`src/rtl/branch_predict_unit.sv`:
```
// Execute-stage branch resolver with a direct-mapped BTB (2-bit counters),
// a mispredict redirect back to fetch, and saturating statistics counters.
module branch_predict_unit #(
    parameter int DATA_WIDTH  = 32,
    parameter int PC_WIDTH    = 6,
    parameter int INDEX_WIDTH = 3,
    parameter int CNT_WIDTH   = 16
) (
    input  logic                  clk,
    input  logic                  rst_n,
    input  logic [PC_WIDTH-1:0]   if_pc,
    output logic                  if_pred_taken,
    output logic [PC_WIDTH-1:0]   if_pred_target,
    input  logic                  ex_valid,
    input  logic                  ex_jmp_inst,
    input  logic                  ex_jmp_use_r,
    input  logic                  ex_branch_inst,
    input  logic                  ex_branch_result,
    input  logic [PC_WIDTH-1:0]   ex_pc,
    input  logic [DATA_WIDTH-1:0] ex_reg_a_data,
    input  logic [DATA_WIDTH-1:0] ex_reg_b_data,
    input  logic [DATA_WIDTH-1:0] ex_constant,
    input  logic                  ex_pred_taken,
    input  logic [PC_WIDTH-1:0]   ex_pred_target,
    output logic                  redirect_valid,
    output logic [PC_WIDTH-1:0]   redirect_pc,
    input  logic                  stat_clear,
    output logic [CNT_WIDTH-1:0]  ctrl_count,
    output logic [CNT_WIDTH-1:0]  mispredict_count
);

    localparam int ENTRIES   = 1 << INDEX_WIDTH;
    localparam int TAG_WIDTH = PC_WIDTH - INDEX_WIDTH;

    // BTB storage
    logic [ENTRIES-1:0]  valid_q, valid_d;
    logic [TAG_WIDTH-1:0] tag_q [ENTRIES];
    logic [TAG_WIDTH-1:0] tag_d [ENTRIES];
    logic [PC_WIDTH-1:0]  tgt_q [ENTRIES];
    logic [PC_WIDTH-1:0]  tgt_d [ENTRIES];
    logic [1:0]           ctr_q [ENTRIES];
    logic [1:0]           ctr_d [ENTRIES];

    logic [CNT_WIDTH-1:0] ctrl_cnt_q, ctrl_cnt_d;
    logic [CNT_WIDTH-1:0] misp_cnt_q, misp_cnt_d;

    // Resolution signals
    logic                  actual_taken;
    logic                  is_ctrl;
    logic                  mispredict;
    logic [DATA_WIDTH-1:0] target_full;
    logic [PC_WIDTH-1:0]   actual_target;
    logic [PC_WIDTH-1:0]   fallthrough;

    // Lookup / update addressing
    logic [INDEX_WIDTH-1:0] idx_if, idx_ex;
    logic [TAG_WIDTH-1:0]   tag_if, tag_ex;
    logic                   hit_if, hit_ex;

    // Only the low PC bits of a computed target are meaningful.
    logic unused_target_hi;
    assign unused_target_hi = ^target_full[DATA_WIDTH-1:PC_WIDTH];

    // Resolve the execute-stage instruction: direction, target and mispredict.
    always_comb begin
        actual_taken = ex_jmp_inst | (ex_branch_inst & ex_branch_result);
        is_ctrl      = ex_jmp_inst | ex_branch_inst;
        if (ex_jmp_inst) begin
            target_full = ex_jmp_use_r ? ex_reg_a_data : ex_constant;
        end else begin
            target_full = DATA_WIDTH'(ex_pc) + ex_reg_b_data;
        end
        actual_target  = target_full[PC_WIDTH-1:0];
        fallthrough    = ex_pc + PC_WIDTH'(1);
        mispredict     = ex_valid & ((ex_pred_taken != actual_taken) |
                                     (actual_taken & (ex_pred_target != actual_target)));
        redirect_valid = mispredict;
        redirect_pc    = actual_taken ? actual_target : fallthrough;
    end

    // Fetch-side prediction from the registered table (no bypass of updates).
    always_comb begin
        idx_if         = if_pc[INDEX_WIDTH-1:0];
        tag_if         = if_pc[PC_WIDTH-1:INDEX_WIDTH];
        hit_if         = valid_q[idx_if] && (tag_q[idx_if] == tag_if);
        if_pred_taken  = hit_if & ctr_q[idx_if][1];
        if_pred_target = if_pred_taken ? tgt_q[idx_if] : if_pc + PC_WIDTH'(1);
    end

    // Next table contents: allocate on a taken miss, train the counter on a hit.
    always_comb begin
        idx_ex  = ex_pc[INDEX_WIDTH-1:0];
        tag_ex  = ex_pc[PC_WIDTH-1:INDEX_WIDTH];
        hit_ex  = valid_q[idx_ex] && (tag_q[idx_ex] == tag_ex);
        valid_d = valid_q;
        tag_d   = tag_q;
        tgt_d   = tgt_q;
        ctr_d   = ctr_q;
        if (ex_valid && is_ctrl) begin
            if (hit_ex) begin
                if (ex_jmp_inst) begin
                    ctr_d[idx_ex] = 2'b11;
                    tgt_d[idx_ex] = actual_target;
                end else if (ex_branch_result) begin
                    if (ctr_q[idx_ex] != 2'b11) begin
                        ctr_d[idx_ex] = ctr_q[idx_ex] + 2'b01;
                    end
                    tgt_d[idx_ex] = actual_target;
                end else if (ctr_q[idx_ex] != 2'b00) begin
                    ctr_d[idx_ex] = ctr_q[idx_ex] - 2'b01;
                end
            end else if (actual_taken) begin
                valid_d[idx_ex] = 1'b1;
                tag_d[idx_ex]   = tag_ex;
                tgt_d[idx_ex]   = actual_target;
                ctr_d[idx_ex]   = ex_jmp_inst ? 2'b11 : 2'b10;
            end
        end
    end

    // Statistics: saturating increments, clear wins over a same-cycle event.
    always_comb begin
        ctrl_cnt_d = ctrl_cnt_q;
        misp_cnt_d = misp_cnt_q;
        if (stat_clear) begin
            ctrl_cnt_d = '0;
            misp_cnt_d = '0;
        end else begin
            if (ex_valid && is_ctrl && (ctrl_cnt_q != '1)) begin
                ctrl_cnt_d = ctrl_cnt_q + CNT_WIDTH'(1);
            end
            if (mispredict && (misp_cnt_q != '1)) begin
                misp_cnt_d = misp_cnt_q + CNT_WIDTH'(1);
            end
        end
    end

    // State registers for the table and the statistics counters.
    always_ff @(posedge clk or negedge rst_n) begin
        if (!rst_n) begin
            valid_q    <= '0;
            for (int i = 0; i < ENTRIES; i++) begin
                tag_q[i] <= '0;
                tgt_q[i] <= '0;
                ctr_q[i] <= 2'b00;
            end
            ctrl_cnt_q <= '0;
            misp_cnt_q <= '0;
        end else begin
            valid_q    <= valid_d;
            tag_q      <= tag_d;
            tgt_q      <= tgt_d;
            ctr_q      <= ctr_d;
            ctrl_cnt_q <= ctrl_cnt_d;
            misp_cnt_q <= misp_cnt_d;
        end
    end

    assign ctrl_count       = ctrl_cnt_q;
    assign mispredict_count = misp_cnt_q;

endmodule
```
`config.mk`:
```
export PLATFORM = sky130hd
export DESIGN_NAME = branch_predict_unit
export DESIGN_NICKNAME = d
export VERILOG_FILES = /design/src/rtl/branch_predict_unit.sv
export SDC_FILE = /design/constraint.sdc
export NUM_CORES = 1
export LEC_CHECK = 0
export CAP_MARGIN = 40
export CORE_ASPECT_RATIO = 1.1
export CORE_MARGIN = 10
export CORE_UTILIZATION = 55
export CTS_CLUSTER_DIAMETER = 150
export DETAILED_ROUTE_END_ITERATION = 12
export PLACE_DENSITY = 0.94
export SKIP_CTS_REPAIR_TIMING = 1
export SYNTH_ARGS = -nofsm -noshare
export SYNTH_HDL_FRONTEND = slang
export SYNTH_SLANG_ARGS = --single-unit
```
`constraint.sdc`:
```
create_clock -name clk -period 6.44 [get_ports clk]
set_input_delay 1.61 -clock clk [delete_from_list [all_inputs] [get_ports clk]]
set_output_delay 1.61 -clock clk [all_outputs]
set_load 0.005 [all_outputs]
```
==> flow_summary.html, run 1 <==
<table>
<tr><th>Metric</th><th>Value</th></tr>
<tr><th colspan="2">Logic synthesis</th></tr>
<tr><td>Compound-cell area share of the yosys netlist</td><td>11.3%</td></tr>
<tr><td>Net Count, Synth</td><td>roughly 830</td></tr>
<tr><td>Post-synthesis share of cell area spent on and, or, nand and nor gates</td><td>15.1%</td></tr>
<tr><td>Synth Flop Type</td><td>sky130_fd_sc_hd__dfrtp_1</td></tr>
<tr><td>Number of standard cells after synthesis</td><td>696</td></tr>
<tr><td>Adder and majority cell fraction of the synthesized area</td><td>2.13%</td></tr>
<tr><td>XOR/XNOR Fraction of Synth Area</td><td>3.67%</td></tr>
<tr><td>Mean Syn Cell Area</td><td>10.6 sq um</td></tr>
<tr><td>Share of flip-flops with an asynchronous set or reset after synthesis</td><td>between 90% and 100%</td></tr>
<tr><td>Count of flip-flops with a built-in enable after synthesis</td><td>0</td></tr>
<tr><td>Cell area after synthesis</td><td>between 7000 and 8000 sq um</td></tr>
<tr><td>Number of distinct library cells after synthesis</td><td>64</td></tr>
<tr><td>Combinational family with the most area after synthesis</td><td>multiplexers</td></tr>
<tr><td>Sequential element share of the synthesized area</td><td>43.3%</td></tr>
<tr><td>Number of warnings issued by yosys</td><td>0</td></tr>
<tr><td>Fraction of synthesized area in multiplexers</td><td>20.6%</td></tr>
<tr><td>Synthesis-stage register bit count</td><td>128</td></tr>
<tr><th colspan="2">Final layout</th></tr>
<tr><td>Final #Nets</td><td>924</td></tr>
<tr><td>Share of cells above drive strength 1</td><td>19.7%</td></tr>
<tr><td>Area taken by multi-input logic gates</td><td>a little under 4000 sq um</td></tr>
<tr><td>Number of fillers in the final layout</td><td>~900</td></tr>
<tr><td>Antenna cells</td><td>0</td></tr>
<tr><td>Reg area</td><td>3200 sq um</td></tr>
<tr><td>Area growth from synthesis to final layout</td><td>22.6%</td></tr>
<tr><th colspan="2">Worst setup path</th></tr>
<tr><td>Critical Path Sink Type</td><td>output port</td></tr>
<tr><td>Worst-path fanout max</td><td>10</td></tr>
<tr><td>Endpoint arrival time on the critical path</td><td>4.67 ns</td></tr>
<tr><td>Setup crit start kind</td><td>primary input</td></tr>
<tr><td>Slack of the worst reg-to-reg path</td><td>3.52 ns</td></tr>
<tr><td>Start-to-end type of the worst setup path</td><td>primary input to output port</td></tr>
<tr><td>FF-to-FF Start</td><td>tag_q[20]</td></tr>
<tr><td>Worst reg2reg path depth</td><td>7</td></tr>
<tr><td>Data required time at the worst endpoint</td><td>slightly below 5 ns</td></tr>
<tr><td>Crit Reg-Reg Endpoint</td><td>ctr_q[15]</td></tr>
<tr><th colspan="2">Floorplanning</th></tr>
<tr><td>Standard cell core area</td><td>13200 sq um</td></tr>
<tr><td>Cell Rows</td><td>44</td></tr>
<tr><td>Die Ht</td><td>142 um</td></tr>
<tr><td>Die outline area</td><td>18500 sq um</td></tr>
<tr><td>Horizontal die dimension</td><td>131 um</td></tr>
<tr><td>Number of top-level pins</td><td>between 150 and 200</td></tr>
<tr><td>Effective utilization at floorplan</td><td>56.1%</td></tr>
<tr><th colspan="2">Flow run</th></tr>
<tr><td>Number of max-capacitance violations reported</td><td>0</td></tr>
<tr><th colspan="2">Power and ir drop</th></tr>
<tr><td>Leak</td><td>0.00378 uW</td></tr>
<tr><td>Power per cell area</td><td>approximately 290 nW/um^2</td></tr>
<tr><td>Largest vdd supply drop</td><td>just under 0.2 mV</td></tr>
<tr><th colspan="2">Clock network</th></tr>
<tr><td>Number of buffers on the longest clock path</td><td>2</td></tr>
<tr><td>Inserted Clock Buffers</td><td>17</td></tr>
<tr><td>Clk sink count</td><td>128</td></tr>
<tr><td>Maximum level of the CTS H-tree</td><td>4</td></tr>
<tr><td>Clock root cell</td><td>sky130_fd_sc_hd__clkbuf_16</td></tr>
<tr><td>Source-to-sink clock delay at the later pin of the worst-skew pair</td><td>0.42 ns</td></tr>
<tr><td>CTS clock-pin slew for the worst setup and hold paths</td><td>0.05 ns</td></tr>
<tr><td>Clock tree from TritonCTS</td><td>done</td></tr>
<tr><th colspan="2">Status</th></tr>
<tr><td>Result of the run</td><td>complete, no violations</td></tr>
<tr><th colspan="2">Drt</th></tr>
<tr><td>First-pass iteration count of the detailed router</td><td>5</td></tr>
<tr><td>Per-cell routed wire length</td><td>21.0 um</td></tr>
<tr><td>Number of nets with antenna violations after detailed routing</td><td>0</td></tr>
<tr><td>Highest metal used</td><td>met4</td></tr>
<tr><td>Average vias per placed instance</td><td>6.40</td></tr>
<tr><td>Total vias in the final route</td><td>6163</td></tr>
<tr><td>Met3 routed WL</td><td>2290 um</td></tr>
<tr><td>Final routed DRC violation total</td><td>0</td></tr>
<tr><td>Number of violations reported at the end of detailed-routing iteration 0</td><td>631</td></tr>
<tr><td>Met1 routed wirelength after detailed routing</td><td>7640 um</td></tr>
<tr><td>Wirelength, routed</td><td>20300 um</td></tr>
<tr><td>Met2 wire length</td><td>between 9000 and 10000 um</td></tr>
<tr><th colspan="2">STA</th></tr>
<tr><td>Final setup TNS</td><td>0 ns</td></tr>
<tr><td>Part of the cycle the worst path needs</td><td>between 90 and 100%</td></tr>
<tr><td>Count of endpoints failing hold in the final timing report</td><td>0</td></tr>
<tr><td>Slew at the pin closest to its max-slew limit</td><td>0.947 ns</td></tr>
<tr><td>Number of max-slew violations in the final report</td><td>0</td></tr>
<tr><td>Remaining max-slew budget at the tightest pin</td><td>36.6%</td></tr>
<tr><td>Clock period minus worst slack</td><td>between 6 and 7 ns</td></tr>
<tr><td>Highest attainable clock frequency</td><td>159 MHz</td></tr>
<tr><td>Final-layout worst hold slack</td><td>approximately 0.50 ns</td></tr>
<tr><td>Max Clock Skew</td><td>0.00724 ns</td></tr>
<tr><td>RSZ-0062 raised after global routing</td><td>no</td></tr>
<tr><td>Final setup violation count</td><td>0</td></tr>
<tr><th colspan="2">Min path</th></tr>
<tr><td>Type of the tightest min-delay check</td><td>register to register</td></tr>
<tr><td>Hold wc startpoint</td><td>tgt_q[6]</td></tr>
<tr><td>Hold endpoint</td><td>tgt_q[6]</td></tr>
<tr><td>Number of stages on the worst hold path</td><td>1</td></tr>
<tr><th colspan="2">Global routing</th></tr>
<tr><td>Antenna violations before repair</td><td>0</td></tr>
<tr><td>Overall global routing resource usage</td><td>22.2%</td></tr>
<tr><td>Pin count of the biggest net entering global routing</td><td>68</td></tr>
<tr><td>Vias in the first global route</td><td>6294</td></tr>
<tr><td>Sum of overflow across all layers after global routing</td><td>0</td></tr>
<tr><td>Global-route wire length before repair</td><td>32500 um</td></tr>
<tr><th colspan="2">Placement</th></tr>
<tr><td>DP HPWL</td><td>about 14000 um</td></tr>
<tr><td>Routability cong.</td><td>about 0.94</td></tr>
<tr><td>Number of buffers added on ports</td><td>90</td></tr>
</table>
## stage by stage
stage	instances	area [sq um]	power, uW	setup slack (ns)	utilization [%]
after floorplan	696	7410	1470	1.07	-
after global placement	931	8490	1640	0.145	64.3
after detailed placement	931	8490	1680	0.110	64.3
after CTS	963	9070	2650	0.102	68.7
after global routing	963	9080	2760	0.0434	68.7
final	963	9080	2650	0.156	68.7
## area by class of cell
cell class,instances,area share (%)
sequential,128,35.3
tap,161,2.22
timing repair buffer,111,11.6
clock inverter,12,1.49
clock buffer,20,4.92
multi-input combinational,501,43.2
inverter,30,1.24
## synthesized netlist by cell type, types with 3 or more instances
cell,number,area (sq um)
sky130_fd_sc_hd__xnor2_1,18,158
sky130_fd_sc_hd__nand2_1,44,165
sky130_fd_sc_hd__a22oi_1,9,67.6
sky130_fd_sc_hd__buf_1,3,11.3
sky130_fd_sc_hd__clkbuf_1,17,63.8
sky130_fd_sc_hd__and4_1,4,35.0
sky130_fd_sc_hd__or3_1,3,18.8
sky130_fd_sc_hd__nor2_1,70,263
sky130_fd_sc_hd__o21ai_0,18,90.1
sky130_fd_sc_hd__nor2b_1,11,68.8
sky130_fd_sc_hd__nand4_1,11,68.8
sky130_fd_sc_hd__a211oi_1,5,37.5
sky130_fd_sc_hd__nor4_1,6,37.5
sky130_fd_sc_hd__o211ai_1,4,30.0
sky130_fd_sc_hd__and3_1,6,37.5
sky130_fd_sc_hd__o31a_1,4,35.0
sky130_fd_sc_hd__inv_1,30,113
sky130_fd_sc_hd__buf_2,12,60.1
sky130_fd_sc_hd__nand2b_1,19,119
sky130_fd_sc_hd__a21oi_1,42,210
sky130_fd_sc_hd__xor2_1,13,114
sky130_fd_sc_hd__nand3_1,19,95.1
sky130_fd_sc_hd__mux2_2,66,743
sky130_fd_sc_hd__ha_1,11,138
sky130_fd_sc_hd__dfrtp_1,128,3200
sky130_fd_sc_hd__nor3_1,9,45.0
sky130_fd_sc_hd__or4_1,6,45.0
sky130_fd_sc_hd__nor3b_1,3,22.5
sky130_fd_sc_hd__mux4_2,24,541
sky130_fd_sc_hd__a21o_1,3,22.5
sky130_fd_sc_hd__mux2i_1,20,200
sky130_fd_sc_hd__a22oi_2,6,75.1
sky130_fd_sc_hd__o31ai_1,12,90.1
## flip-flops by register name (all words and copies together) (netlist names)
signal            cells
tgt_q                48
tag_q                24
ctr_q                16
ctrl_count           16
mispredict_count     16
valid_q               8
## logic make-up (layout without fill, tap and decap cells)
logic type / count (synthesis) / in the layout
fa+ha+maj: 12 / 12
flops: 128 / 128
mux: 112 / 112
compound gates: 123 / 123
xor+xnor: 31 / 31
simple gates: 223 / 223
buf+inv: 67 / 173
## how the worst max path moves through the flow
| stage | startpoint | to | slack (ns) |
|---|---|---|---|
| 2_1_floorplan | ex_pc[0] | redirect_valid | 1.07 |
| 3_5_place_dp | ex_pc[0] | redirect_valid | 0.11 |
| 3_3_place_gp | ex_pc[0] | redirect_valid | 0.15 |
| 4_1_cts | ex_pc[0] | redirect_valid | 0.10 |
| 5_1_grt | ex_pc[1] | redirect_valid | 0.04 |
| 6_report | ex_pc[1] | redirect_valid | 0.16 |
## routing by layer
metal / GRT usage (%) / vias up
li1: - / 2726
met1: 26.3 / 3015
met2: 34.9 / 357
met3: 8.27 / 65
met4: 10.3 / 0
met5: 0 / -
## worst max-delay path, cell delays in order
cell and delay (ns):
sky130_fd_sc_hd__clkdlybuf4s50_1 0.60, sky130_fd_sc_hd__ha_1 0.28, sky130_fd_sc_hd__a21oi_1 0.21, sky130_fd_sc_hd__o21ai_0 0.20, sky130_fd_sc_hd__o31a_1 0.46, sky130_fd_sc_hd__xnor2_1 0.21, sky130_fd_sc_hd__o41ai_4 0.56, sky130_fd_sc_hd__inv_1 0.08
sky130_fd_sc_hd__clkdlybuf4s50_1 0.46
## where the power goes
| part | internal (uW) | switching, uW |
|---|---|---|
| clock | 581 | 368 |
| sequential | 972 | 116 |
| combinational | 329 | 287 |
| total | 1880 | 771 |
## layout by cell type (no fill, tap or decap), types with 9 or more instances in the layout
cell type | Yosys | layout
sky130_fd_sc_hd__dfrtp_1 | 128 | 128
sky130_fd_sc_hd__clkdlybuf4s50_1 | 0 | 87
sky130_fd_sc_hd__nor2_1 | 70 | 70
sky130_fd_sc_hd__mux2_2 | 66 | 66
sky130_fd_sc_hd__nand2_1 | 44 | 44
sky130_fd_sc_hd__a21oi_1 | 42 | 42
sky130_fd_sc_hd__inv_1 | 30 | 30
sky130_fd_sc_hd__mux4_2 | 24 | 24
sky130_fd_sc_hd__buf_4 | 2 | 22
sky130_fd_sc_hd__mux2i_1 | 20 | 20
sky130_fd_sc_hd__nand3_1 | 19 | 19
sky130_fd_sc_hd__nand2b_1 | 19 | 19
sky130_fd_sc_hd__o21ai_0 | 18 | 18
sky130_fd_sc_hd__xnor2_1 | 18 | 18
sky130_fd_sc_hd__clkbuf_16 | 0 | 17
sky130_fd_sc_hd__xor2_1 | 13 | 13
sky130_fd_sc_hd__o31ai_1 | 12 | 12
sky130_fd_sc_hd__nand4_1 | 11 | 11
sky130_fd_sc_hd__nor2b_1 | 11 | 11
sky130_fd_sc_hd__ha_1 | 11 | 11
sky130_fd_sc_hd__nor3_1 | 9 | 9
sky130_fd_sc_hd__a22oi_1 | 9 | 9
No activity file was read; power rests on OpenSTA's default activity.
==> run 2: changes to the inputs <==
--- a/config.mk
+++ b/config.mk
@@ -10,6 +10,6 @@
 export CORE_MARGIN = 10
-export CORE_UTILIZATION = 55
+export CORE_UTILIZATION = 45
 export CTS_CLUSTER_DIAMETER = 150
 export DETAILED_ROUTE_END_ITERATION = 12
-export PLACE_DENSITY = 0.94
+export PLACE_DENSITY = 0.81
 export SKIP_CTS_REPAIR_TIMING = 1
==> constraint.sdc (replaced) <==
create_clock -name clk -period 6.44 [get_ports clk]
set_input_delay 0.644 -clock clk [delete_from_list [all_inputs] [get_ports clk]]
set_output_delay 0.644 -clock clk [all_outputs]
set_load 0.005 [all_outputs]
==> flow_summary.html, run 2 (synthesized netlist as in run 1, its figures left out) <==
<table>
<tr><th>Metric</th><th>Value</th></tr>
<tr><th colspan="2">Status</th></tr>
<tr><td>Result of the run</td><td>complete, no violations (unchanged)</td></tr>
<tr><th colspan="2">Power and ir drop</th></tr>
<tr><td>P_int</td><td>1920 uW (was 1880 uW)</td></tr>
<tr><td>Leak</td><td>0.00376 uW (was 0.00378 uW)</td></tr>
<tr><td>Switching portion of total power</td><td>28.3% (was 29.1%)</td></tr>
<tr><td>Largest vdd supply drop</td><td>0.203 mV (was 0.198 mV)</td></tr>
<tr><td>Sw power</td><td>757 uW (was 771 uW)</td></tr>
<tr><td>Combinational Power Share</td><td>21.9% (was 23.2%)</td></tr>
<tr><td>Clock power frac</td><td>37.7% (was 35.8%)</td></tr>
<tr><td>Power per cell area</td><td>294 nW/um^2 (was 292 nW/um^2)</td></tr>
<tr><td>Sequential cell fraction of total power</td><td>40.4% (was 41.0%)</td></tr>
<tr><th colspan="2">Clock network</th></tr>
<tr><td>CTS clock-pin slew for the worst setup and hold paths</td><td>0.06 ns (was 0.05 ns)</td></tr>
<tr><td>Clock tree from TritonCTS</td><td>done (unchanged)</td></tr>
<tr><td>Maximum level of the CTS H-tree</td><td>4 (unchanged)</td></tr>
<tr><td>Number of buffers on the longest clock path</td><td>2 (unchanged)</td></tr>
<tr><td>Clk sink count</td><td>128 (unchanged)</td></tr>
<tr><td>Clock root cell</td><td>sky130_fd_sc_hd__clkbuf_16 (unchanged)</td></tr>
<tr><td>Source-to-sink clock delay at the later pin of the worst-skew pair</td><td>0.43 ns (was 0.42 ns)</td></tr>
<tr><td>Inserted Clock Buffers</td><td>17 (unchanged)</td></tr>
<tr><th colspan="2">Worst setup path</th></tr>
<tr><td>Standard cell with the maximum stage delay on the critical path</td><td>sky130_fd_sc_hd__mux2i_1 (was sky130_fd_sc_hd__clkdlybuf4s50_1)</td></tr>
<tr><td>Data required time at the worst endpoint</td><td>5.80 ns (was 4.83 ns)</td></tr>
<tr><td>Start-to-end type of the worst setup path</td><td>primary input to output port (unchanged)</td></tr>
<tr><td>Critical Path Sink Type</td><td>output port (unchanged)</td></tr>
<tr><td>Delay of the slowest cell on the worst path</td><td>0.72 ns (was 0.60 ns)</td></tr>
<tr><td>Critical path, cell by cell</td><td>clkdlybuf4s50_1 -&gt; buf_4 -&gt; ha_1 -&gt; fa_1 -&gt; xnor2_1 -&gt; mux2i_1 -&gt; xnor2_1 -&gt; o2111ai_1 -&gt; o41ai_4 -&gt; buf_4 -&gt; inv_1 -&gt; clkdlybuf4s50_1 (was clkdlybuf4s50_1 -&gt; ha_1 -&gt; a21oi_1 -&gt; o21ai_0 -&gt; o31a_1 -&gt; xnor2_1 -&gt; o41ai_4 -&gt; inv_1 -&gt; clkdlybuf4s50_1)</td></tr>
<tr><td>Endpoint arrival time on the critical path</td><td>4.44 ns (was 4.67 ns)</td></tr>
<tr><td>Setup crit start kind</td><td>primary input (unchanged)</td></tr>
<tr><td>Worst-path fanout max</td><td>26 (was 10)</td></tr>
<tr><td>Buffer and inverter count on the worst path</td><td>5 (was 3)</td></tr>
<tr><td>Crit-path leading delay family</td><td>buffers and inverters (was compound AO/OA/AOI/OAI gates)</td></tr>
<tr><th colspan="2">Min path</th></tr>
<tr><td>Type of the tightest min-delay check</td><td>primary input to async pin (was register to register)</td></tr>
<tr><th colspan="2">Drt</th></tr>
<tr><td>Number of nets with antenna violations after detailed routing</td><td>0 (unchanged)</td></tr>
<tr><td>First-pass iteration count of the detailed router</td><td>5 (unchanged)</td></tr>
<tr><td>Average vias per placed instance</td><td>5.97 (was 6.40)</td></tr>
<tr><td>Final routed DRC violation total</td><td>0 (unchanged)</td></tr>
<tr><td>Total vias in the final route</td><td>5954 (was 6163)</td></tr>
<tr><td>Per-cell routed wire length</td><td>19.1 um (was 21.0 um)</td></tr>
<tr><td>Wirelength, routed</td><td>19100 um (was 20300 um)</td></tr>
<tr><td>Number of violations reported at the end of detailed-routing iteration 0</td><td>535 (was 631)</td></tr>
<tr><th colspan="2">Floorplanning</th></tr>
<tr><td>Effective utilization at floorplan</td><td>45.6% (was 56.1%)</td></tr>
<tr><td>Horizontal die dimension</td><td>142 um (was 131 um)</td></tr>
<tr><td>Standard cell core area</td><td>16200 sq um (was 13200 sq um)</td></tr>
<tr><td>Die outline area</td><td>22000 sq um (was 18500 sq um)</td></tr>
<tr><td>Number of top-level pins</td><td>169 (unchanged)</td></tr>
<tr><td>Cell Rows</td><td>49 (was 44)</td></tr>
<tr><td>Die Ht</td><td>155 um (was 142 um)</td></tr>
<tr><th colspan="2">Placement</th></tr>
<tr><td>Number of buffers added on ports</td><td>90 (unchanged)</td></tr>
<tr><td>Count of placed standard cells including taps</td><td>965 (was 931)</td></tr>
<tr><td>DP HPWL</td><td>13200 um (was 13500 um)</td></tr>
<tr><td>Worst slack after detailed placement</td><td>1.37 ns (was 0.110 ns)</td></tr>
<tr><td>Routability cong.</td><td>0.885 (was 0.945)</td></tr>
<tr><th colspan="2">STA</th></tr>
<tr><td>Remaining max-slew budget at the tightest pin</td><td>35.2% (was 36.6%)</td></tr>
<tr><td>Final setup TNS</td><td>0 ns (unchanged)</td></tr>
<tr><td>Clock period minus worst slack</td><td>5.09 ns (was 6.28 ns)</td></tr>
<tr><td>Count of endpoints failing hold in the final timing report</td><td>0 (unchanged)</td></tr>
<tr><td>Number of max-slew violations in the final report</td><td>0 (unchanged)</td></tr>
<tr><td>Slew at the pin closest to its max-slew limit</td><td>0.945 ns (was 0.947 ns)</td></tr>
<tr><td>Final setup violation count</td><td>0 (unchanged)</td></tr>
<tr><td>Max Clock Skew</td><td>0.00723 ns (was 0.00724 ns)</td></tr>
<tr><td>Worst setup slack after layout</td><td>1.35 ns (was 0.156 ns)</td></tr>
<tr><td>Highest attainable clock frequency</td><td>197 MHz (was 159 MHz)</td></tr>
<tr><td>Part of the cycle the worst path needs</td><td>79.0% (was 97.6%)</td></tr>
<tr><td>RSZ-0062 raised after global routing</td><td>no (unchanged)</td></tr>
<tr><th colspan="2">Global routing</th></tr>
<tr><td>Overall global routing resource usage</td><td>17.5% (was 22.2%)</td></tr>
<tr><td>Global-route wire length before repair</td><td>31400 um (was 32500 um)</td></tr>
<tr><td>Sum of overflow across all layers after global routing</td><td>0 (unchanged)</td></tr>
<tr><td>Vias in the first global route</td><td>5958 (was 6294)</td></tr>
<tr><td>Pin count of the biggest net entering global routing</td><td>56 (was 68)</td></tr>
<tr><td>Antenna violations before repair</td><td>0 (unchanged)</td></tr>
<tr><th colspan="2">Final layout</th></tr>
<tr><td>Area growth from synthesis to final layout</td><td>23.1% (was 22.6%)</td></tr>
<tr><td>Most frequent standard cell in the layout excluding fill and tap cells</td><td>sky130_fd_sc_hd__dfrtp_1 (unchanged)</td></tr>
<tr><td>Register with the highest flop count</td><td>tgt_q (unchanged)</td></tr>
<tr><td>Largest registers</td><td>tgt_q x48, tag_q x24 (unchanged)</td></tr>
<tr><td>Final #Nets</td><td>915 (was 924)</td></tr>
<tr><td>Number of fillers in the final layout</td><td>1328 (was 895)</td></tr>
<tr><td>Share of cells above drive strength 1</td><td>19.0% (was 19.7%)</td></tr>
<tr><td>Leading cell types in the layout, fill and taps excluded</td><td>sky130_fd_sc_hd__dfrtp_1 (128), sky130_fd_sc_hd__clkdlybuf4s50_1 (88), sky130_fd_sc_hd__nor2_1 (70), sky130_fd_sc_hd__mux2_2 (66), sky130_fd_sc_hd__nand2_1 (44) (was sky130_fd_sc_hd__dfrtp_1 (128), sky130_fd_sc_hd__clkdlybuf4s50_1 (87), sky130_fd_sc_hd__nor2_1 (70), sky130_fd_sc_hd__mux2_2 (66), sky130_fd_sc_hd__nand2_1 (44))</td></tr>
<tr><td>Number of flip-flops in the largest register</td><td>48 (unchanged)</td></tr>
<tr><td>Final std cells w/o fill</td><td>997 (was 963)</td></tr>
<tr><td>Antenna cells</td><td>0 (unchanged)</td></tr>
<tr><th colspan="2">Flow run</th></tr>
<tr><td>Number of max-capacitance violations reported</td><td>0 (unchanged)</td></tr>
</table>
-- run 2: cell types whose count changed in the layout (fill, tap and decap cells not counted) --
cell                              change
sky130_fd_sc_hd__buf_16               +1
sky130_fd_sc_hd__buf_4               -10
sky130_fd_sc_hd__bufinv_16            +1
sky130_fd_sc_hd__clkbuf_1             -2
sky130_fd_sc_hd__clkdlybuf4s50_1      +1
sky130_fd_sc_hd__clkinv_2             -1
sky130_fd_sc_hd__dlymetal6s2s_1       -1
sky130_fd_sc_hd__inv_6                +1
sky130_fd_sc_hd__inv_8                +1
-- run 2: path summary, 6_finish.rpt --
| kind | startpoint | endpoint | slack (ns) | depth (start not counted) |
|---|---|---|---|---|
| min reg2reg | tgt_q[6] | tgt_q[6] | 0.50 | 1 |
| min | rst_n | ctrl_count[6] | 0.25 | 1 |
| max reg2reg | tag_q[14] | ctr_q[13] | 3.69 | 7 |
| min in group clk | tgt_q[6] | tgt_q[6] | 0.50 | 1 |
| max in group asynchronous | rst_n | tag_q[22] | 5.04 | 3 |
| max | ex_pc[0] | redirect_valid | 1.35 | 12 |
-- run 2: per-stage QoR --
stage                     hold slack (ns)  cell area, sq um  util [%]  power (uW)
after floorplan                     0.348              7410         -        1470
after global placement              0.474              8470      52.1        1640
after detailed placement            0.491              8500      52.3        1670
after CTS                           0.276              9120      56.1        2680
after global routing                0.308              9120      56.1        2800
final                               0.254              9120      56.1        2680
-- run 2: cell type report --
cell class	count	area, sq um	area share (%)
Multi-Input combinational cell	501	3920	43.0
Sequential cell	128	3200	35.1
Timing Repair Buffer	102	1000	11.0
Clock buffer	18	439	4.82
Tap cell	204	255	2.80
Clock inverter	14	180	1.98
Inverter	30	113	1.24
-- run 2: power by group through the flow --
stage	clock network (uW)	registers [uW]	logic [uW]
2_1_floorplan	0	1050	425
3_3_place_gp	0	1080	561
3_5_place_dp	0	1090	583
4_1_cts	1020	1080	589
5_1_grt	1050	1100	646
6_report	1010	1080	586
-- run 2: per-layer routing --
| metal | global-route usage [%] | up-vias | share of wire (%) | wire (um) |
|---|---|---|---|---|
| met5 | 0 | - | 0 | 0 |
| met4 | 6.46 | 0 | 2.1 | 408 |
| met3 | 6.03 | 41 | 8.8 | 1680 |
| met2 | 26.9 | 262 | 47 | 8900 |
| met1 | 22.2 | 2946 | 42 | 8090 |
| li1 | - | 2705 | - | - |
==> run 3: changes to the inputs <==
- clock period: 6.44 -> 5.25 ns (I/O delays scaled with it)
==> flow_summary.html, run 3 (synthesized netlist as in run 1, its figures left out) <==
<table>
<tr><th>Metric</th><th>Value</th></tr>
<tr><th colspan="2">Global routing</th></tr>
<tr><td>Overall global routing resource usage</td><td>17.7% (was 17.5%)</td></tr>
<tr><td>Sum of overflow across all layers after global routing</td><td>0 (unchanged)</td></tr>
<tr><td>Antenna violations before repair</td><td>0 (unchanged)</td></tr>
<tr><td>Pin count of the biggest net entering global routing</td><td>54 (was 56)</td></tr>
<tr><td>Global-route wire length before repair</td><td>31600 um (was 31400 um)</td></tr>
<tr><td>Vias in the first global route</td><td>6144 (was 5958)</td></tr>
<tr><th colspan="2">Worst setup path</th></tr>
<tr><td>Slack of the worst reg-to-reg path</td><td>2.40 ns (was 3.69 ns)</td></tr>
<tr><td>Endpoint arrival time on the critical path</td><td>3.91 ns (was 4.44 ns)</td></tr>
<tr><td>FF-to-FF Start</td><td>tag_q[9] (was tag_q[14])</td></tr>
<tr><td>Data required time at the worst endpoint</td><td>4.72 ns (was 5.80 ns)</td></tr>
<tr><td>Worst reg2reg path depth</td><td>7 (unchanged)</td></tr>
<tr><td>Crit Reg-Reg Endpoint</td><td>ctr_q[15] (was ctr_q[13])</td></tr>
<tr><td>Critical Path Sink Type</td><td>output port (unchanged)</td></tr>
<tr><td>Start-to-end type of the worst setup path</td><td>primary input to output port (unchanged)</td></tr>
<tr><td>Worst-path fanout max</td><td>13 (was 26)</td></tr>
<tr><td>Setup crit start kind</td><td>primary input (unchanged)</td></tr>
<tr><th colspan="2">STA</th></tr>
<tr><td>Clock period minus worst slack</td><td>4.44 ns</td></tr>
<tr><td>Part of the cycle the worst path needs</td><td>84.5%</td></tr>
<tr><td>Final setup violation count</td><td>0 (unchanged)</td></tr>
<tr><td>Final-layout worst hold slack</td><td>0.0428 ns (was 0.254 ns)</td></tr>
<tr><td>RSZ-0062 raised after global routing</td><td>no (unchanged)</td></tr>
<tr><td>Max Clock Skew</td><td>0.00791 ns (was 0.00723 ns)</td></tr>
<tr><td>Count of endpoints failing hold in the final timing report</td><td>0 (unchanged)</td></tr>
<tr><td>Final setup TNS</td><td>0 ns (unchanged)</td></tr>
<tr><td>Number of max-slew violations in the final report</td><td>0 (unchanged)</td></tr>
<tr><td>Remaining max-slew budget at the tightest pin</td><td>45.4% (was 35.2%)</td></tr>
<tr><td>Highest attainable clock frequency</td><td>225 MHz</td></tr>
<tr><td>Slew at the pin closest to its max-slew limit</td><td>0.816 ns (was 0.945 ns)</td></tr>
<tr><th colspan="2">Clock network</th></tr>
<tr><td>Maximum level of the CTS H-tree</td><td>4 (unchanged)</td></tr>
<tr><td>CTS clock-pin slew for the worst setup and hold paths</td><td>0.06 ns (about the same)</td></tr>
<tr><td>Number of buffers on the longest clock path</td><td>2 (unchanged)</td></tr>
<tr><td>Clock root cell</td><td>sky130_fd_sc_hd__clkbuf_16 (unchanged)</td></tr>
<tr><td>Clock tree from TritonCTS</td><td>done (unchanged)</td></tr>
<tr><td>Clk sink count</td><td>128 (unchanged)</td></tr>
<tr><td>Inserted Clock Buffers</td><td>17 (unchanged)</td></tr>
<tr><td>Source-to-sink clock delay at the later pin of the worst-skew pair</td><td>0.42 ns (was 0.43 ns)</td></tr>
<tr><th colspan="2">Final layout</th></tr>
<tr><td>Largest registers</td><td>tgt_q x48, tag_q x24 (unchanged)</td></tr>
<tr><td>Number of fillers in the final layout</td><td>1308 (was 1328)</td></tr>
<tr><td>Most frequent standard cell in the layout excluding fill and tap cells</td><td>sky130_fd_sc_hd__dfrtp_1 (unchanged)</td></tr>
<tr><td>Leading cell types in the layout, fill and taps excluded</td><td>sky130_fd_sc_hd__dfrtp_1 (128), sky130_fd_sc_hd__clkdlybuf4s50_1 (88), sky130_fd_sc_hd__nor2_1 (70), sky130_fd_sc_hd__mux2_2 (66), sky130_fd_sc_hd__nand2_1 (44) (unchanged)</td></tr>
<tr><td>Share of cells above drive strength 1</td><td>20.0% (was 19.0%)</td></tr>
<tr><td>Final #Nets</td><td>924 (was 915)</td></tr>
<tr><td>Register with the highest flop count</td><td>tgt_q (unchanged)</td></tr>
<tr><td>Area growth from synthesis to final layout</td><td>24.6% (was 23.1%)</td></tr>
<tr><td>Antenna cells</td><td>0 (unchanged)</td></tr>
<tr><td>Number of flip-flops in the largest register</td><td>48 (unchanged)</td></tr>
<tr><th colspan="2">Drt</th></tr>
<tr><td>Number of violations reported at the end of detailed-routing iteration 0</td><td>443 (was 535)</td></tr>
<tr><td>Final routed DRC violation total</td><td>0 (unchanged)</td></tr>
<tr><td>Number of nets with antenna violations after detailed routing</td><td>0 (unchanged)</td></tr>
<tr><td>Average vias per placed instance</td><td>5.89 (was 5.97)</td></tr>
<tr><td>Per-cell routed wire length</td><td>19.3 um (was 19.1 um)</td></tr>
<tr><td>Wirelength, routed</td><td>19400 um (was 19100 um)</td></tr>
<tr><td>First-pass iteration count of the detailed router</td><td>5 (unchanged)</td></tr>
<tr><td>Total vias in the final route</td><td>5925 (was 5954)</td></tr>
<tr><th colspan="2">Placement</th></tr>
<tr><td>DP HPWL</td><td>13400 um (was 13200 um)</td></tr>
<tr><td>Routability cong.</td><td>0.883 (was 0.885)</td></tr>
<tr><td>Number of buffers added on ports</td><td>90 (unchanged)</td></tr>
<tr><th colspan="2">Floorplanning</th></tr>
<tr><td>Number of top-level pins</td><td>169 (unchanged)</td></tr>
<tr><td>Effective utilization at floorplan</td><td>45.6% (unchanged)</td></tr>
<tr><td>Horizontal die dimension</td><td>142 um (unchanged)</td></tr>
<tr><td>Die outline area</td><td>22000 sq um (unchanged)</td></tr>
<tr><td>Die Ht</td><td>155 um (unchanged)</td></tr>
<tr><td>Standard cell core area</td><td>16200 sq um (unchanged)</td></tr>
<tr><td>Cell Rows</td><td>49 (unchanged)</td></tr>
<tr><th colspan="2">Status</th></tr>
<tr><td>Result of the run</td><td>complete, no violations (unchanged)</td></tr>
<tr><th colspan="2">Min path</th></tr>
<tr><td>Type of the tightest min-delay check</td><td>primary input to async pin (unchanged)</td></tr>
<tr><th colspan="2">Power and ir drop</th></tr>
<tr><td>Leak</td><td>0.00384 uW (was 0.00376 uW)</td></tr>
<tr><td>Largest vdd supply drop</td><td>0.224 mV (was 0.203 mV)</td></tr>
<tr><td>Power per cell area</td><td>365 nW/um^2 (was 294 nW/um^2)</td></tr>
<tr><th colspan="2">Flow run</th></tr>
<tr><td>Number of max-capacitance violations reported</td><td>0 (unchanged)</td></tr>
</table>
==> run 3: cell types whose count changed in the layout (fill, tap and decap cells not counted), sizes merged <==
cell and delta:
buf +9, bufinv +2, clkbuf +1, clkinv +2, clkinvlp -3, inv -2
==> run 3: layout make-up <==
class | count | area [sq um] | area share (%)
multi-input combinational | 501 | 3920 | 42.5
sequential | 128 | 3200 | 34.7
timing repair buffer | 111 | 1070 | 11.6
clock buffer | 19 | 453 | 4.91
tap | 204 | 255 | 2.77
clock inverter | 13 | 208 | 2.25
inverter | 30 | 113 | 1.22
==> run 3: metal layers <==
metal	vias to the layer above	wire length, um	global-route usage [%]
li1	2727	-	-
met1	2900	8230	22.3
met2	268	9190	28.4
met3	30	1650	5.60
met4	0	295	5.59
met5	-	0	0
==> run 3: worst max-delay path by stage <==
stage                     end  slack, ns     start  cells past startpoint
6_report       redirect_valid       0.81  ex_pc[3]                      9
5_1_grt        redirect_valid       0.63  ex_pc[3]                      9
4_1_cts        redirect_valid       0.87  ex_pc[4]                      9
3_5_place_dp   redirect_valid       0.89  ex_pc[4]                      9
3_3_place_gp   redirect_valid       0.90  ex_pc[3]                      9
2_1_floorplan  redirect_valid       2.05  ex_pc[0]                      9
==> run 3: where the power goes <==
part / leakage, uW / internal, uW / switching (uW) / total (uW)
registers: 0.00155 / 1190 / 131 / 1320
clock network: 0.000324 / 869 / 448 / 1320
logic: 0.00197 / 402 / 329 / 732
total: 0.00384 / 2460 / 908 / 3370
==> run 3: worst max-delay path, cell delays in order <==
cell and delay [ns]:
sky130_fd_sc_hd__clkdlybuf4s50_1 0.86, sky130_fd_sc_hd__ha_1 0.39, sky130_fd_sc_hd__or4b_1 0.52, sky130_fd_sc_hd__o311a_1 0.17, sky130_fd_sc_hd__a21oi_1 0.16, sky130_fd_sc_hd__o2111ai_1 0.19
sky130_fd_sc_hd__o41ai_4 0.55, sky130_fd_sc_hd__inv_1 0.08, sky130_fd_sc_hd__clkdlybuf4s50_1 0.46
==> run 3: per-stage QoR <==
stage	setup slack (ns)	area (sq um)	util [%]	power, uW	instances
6_report	0.815	9230	56.8	3370	1006
5_1_grt	0.634	9230	56.8	3530	1006
4_1_cts	0.866	9230	56.8	3390	1006
3_5_place_dp	0.886	8570	52.7	2050	974
3_3_place_gp	0.902	8540	52.6	2020	973
2_1_floorplan	2.05	7410	-	1810	696
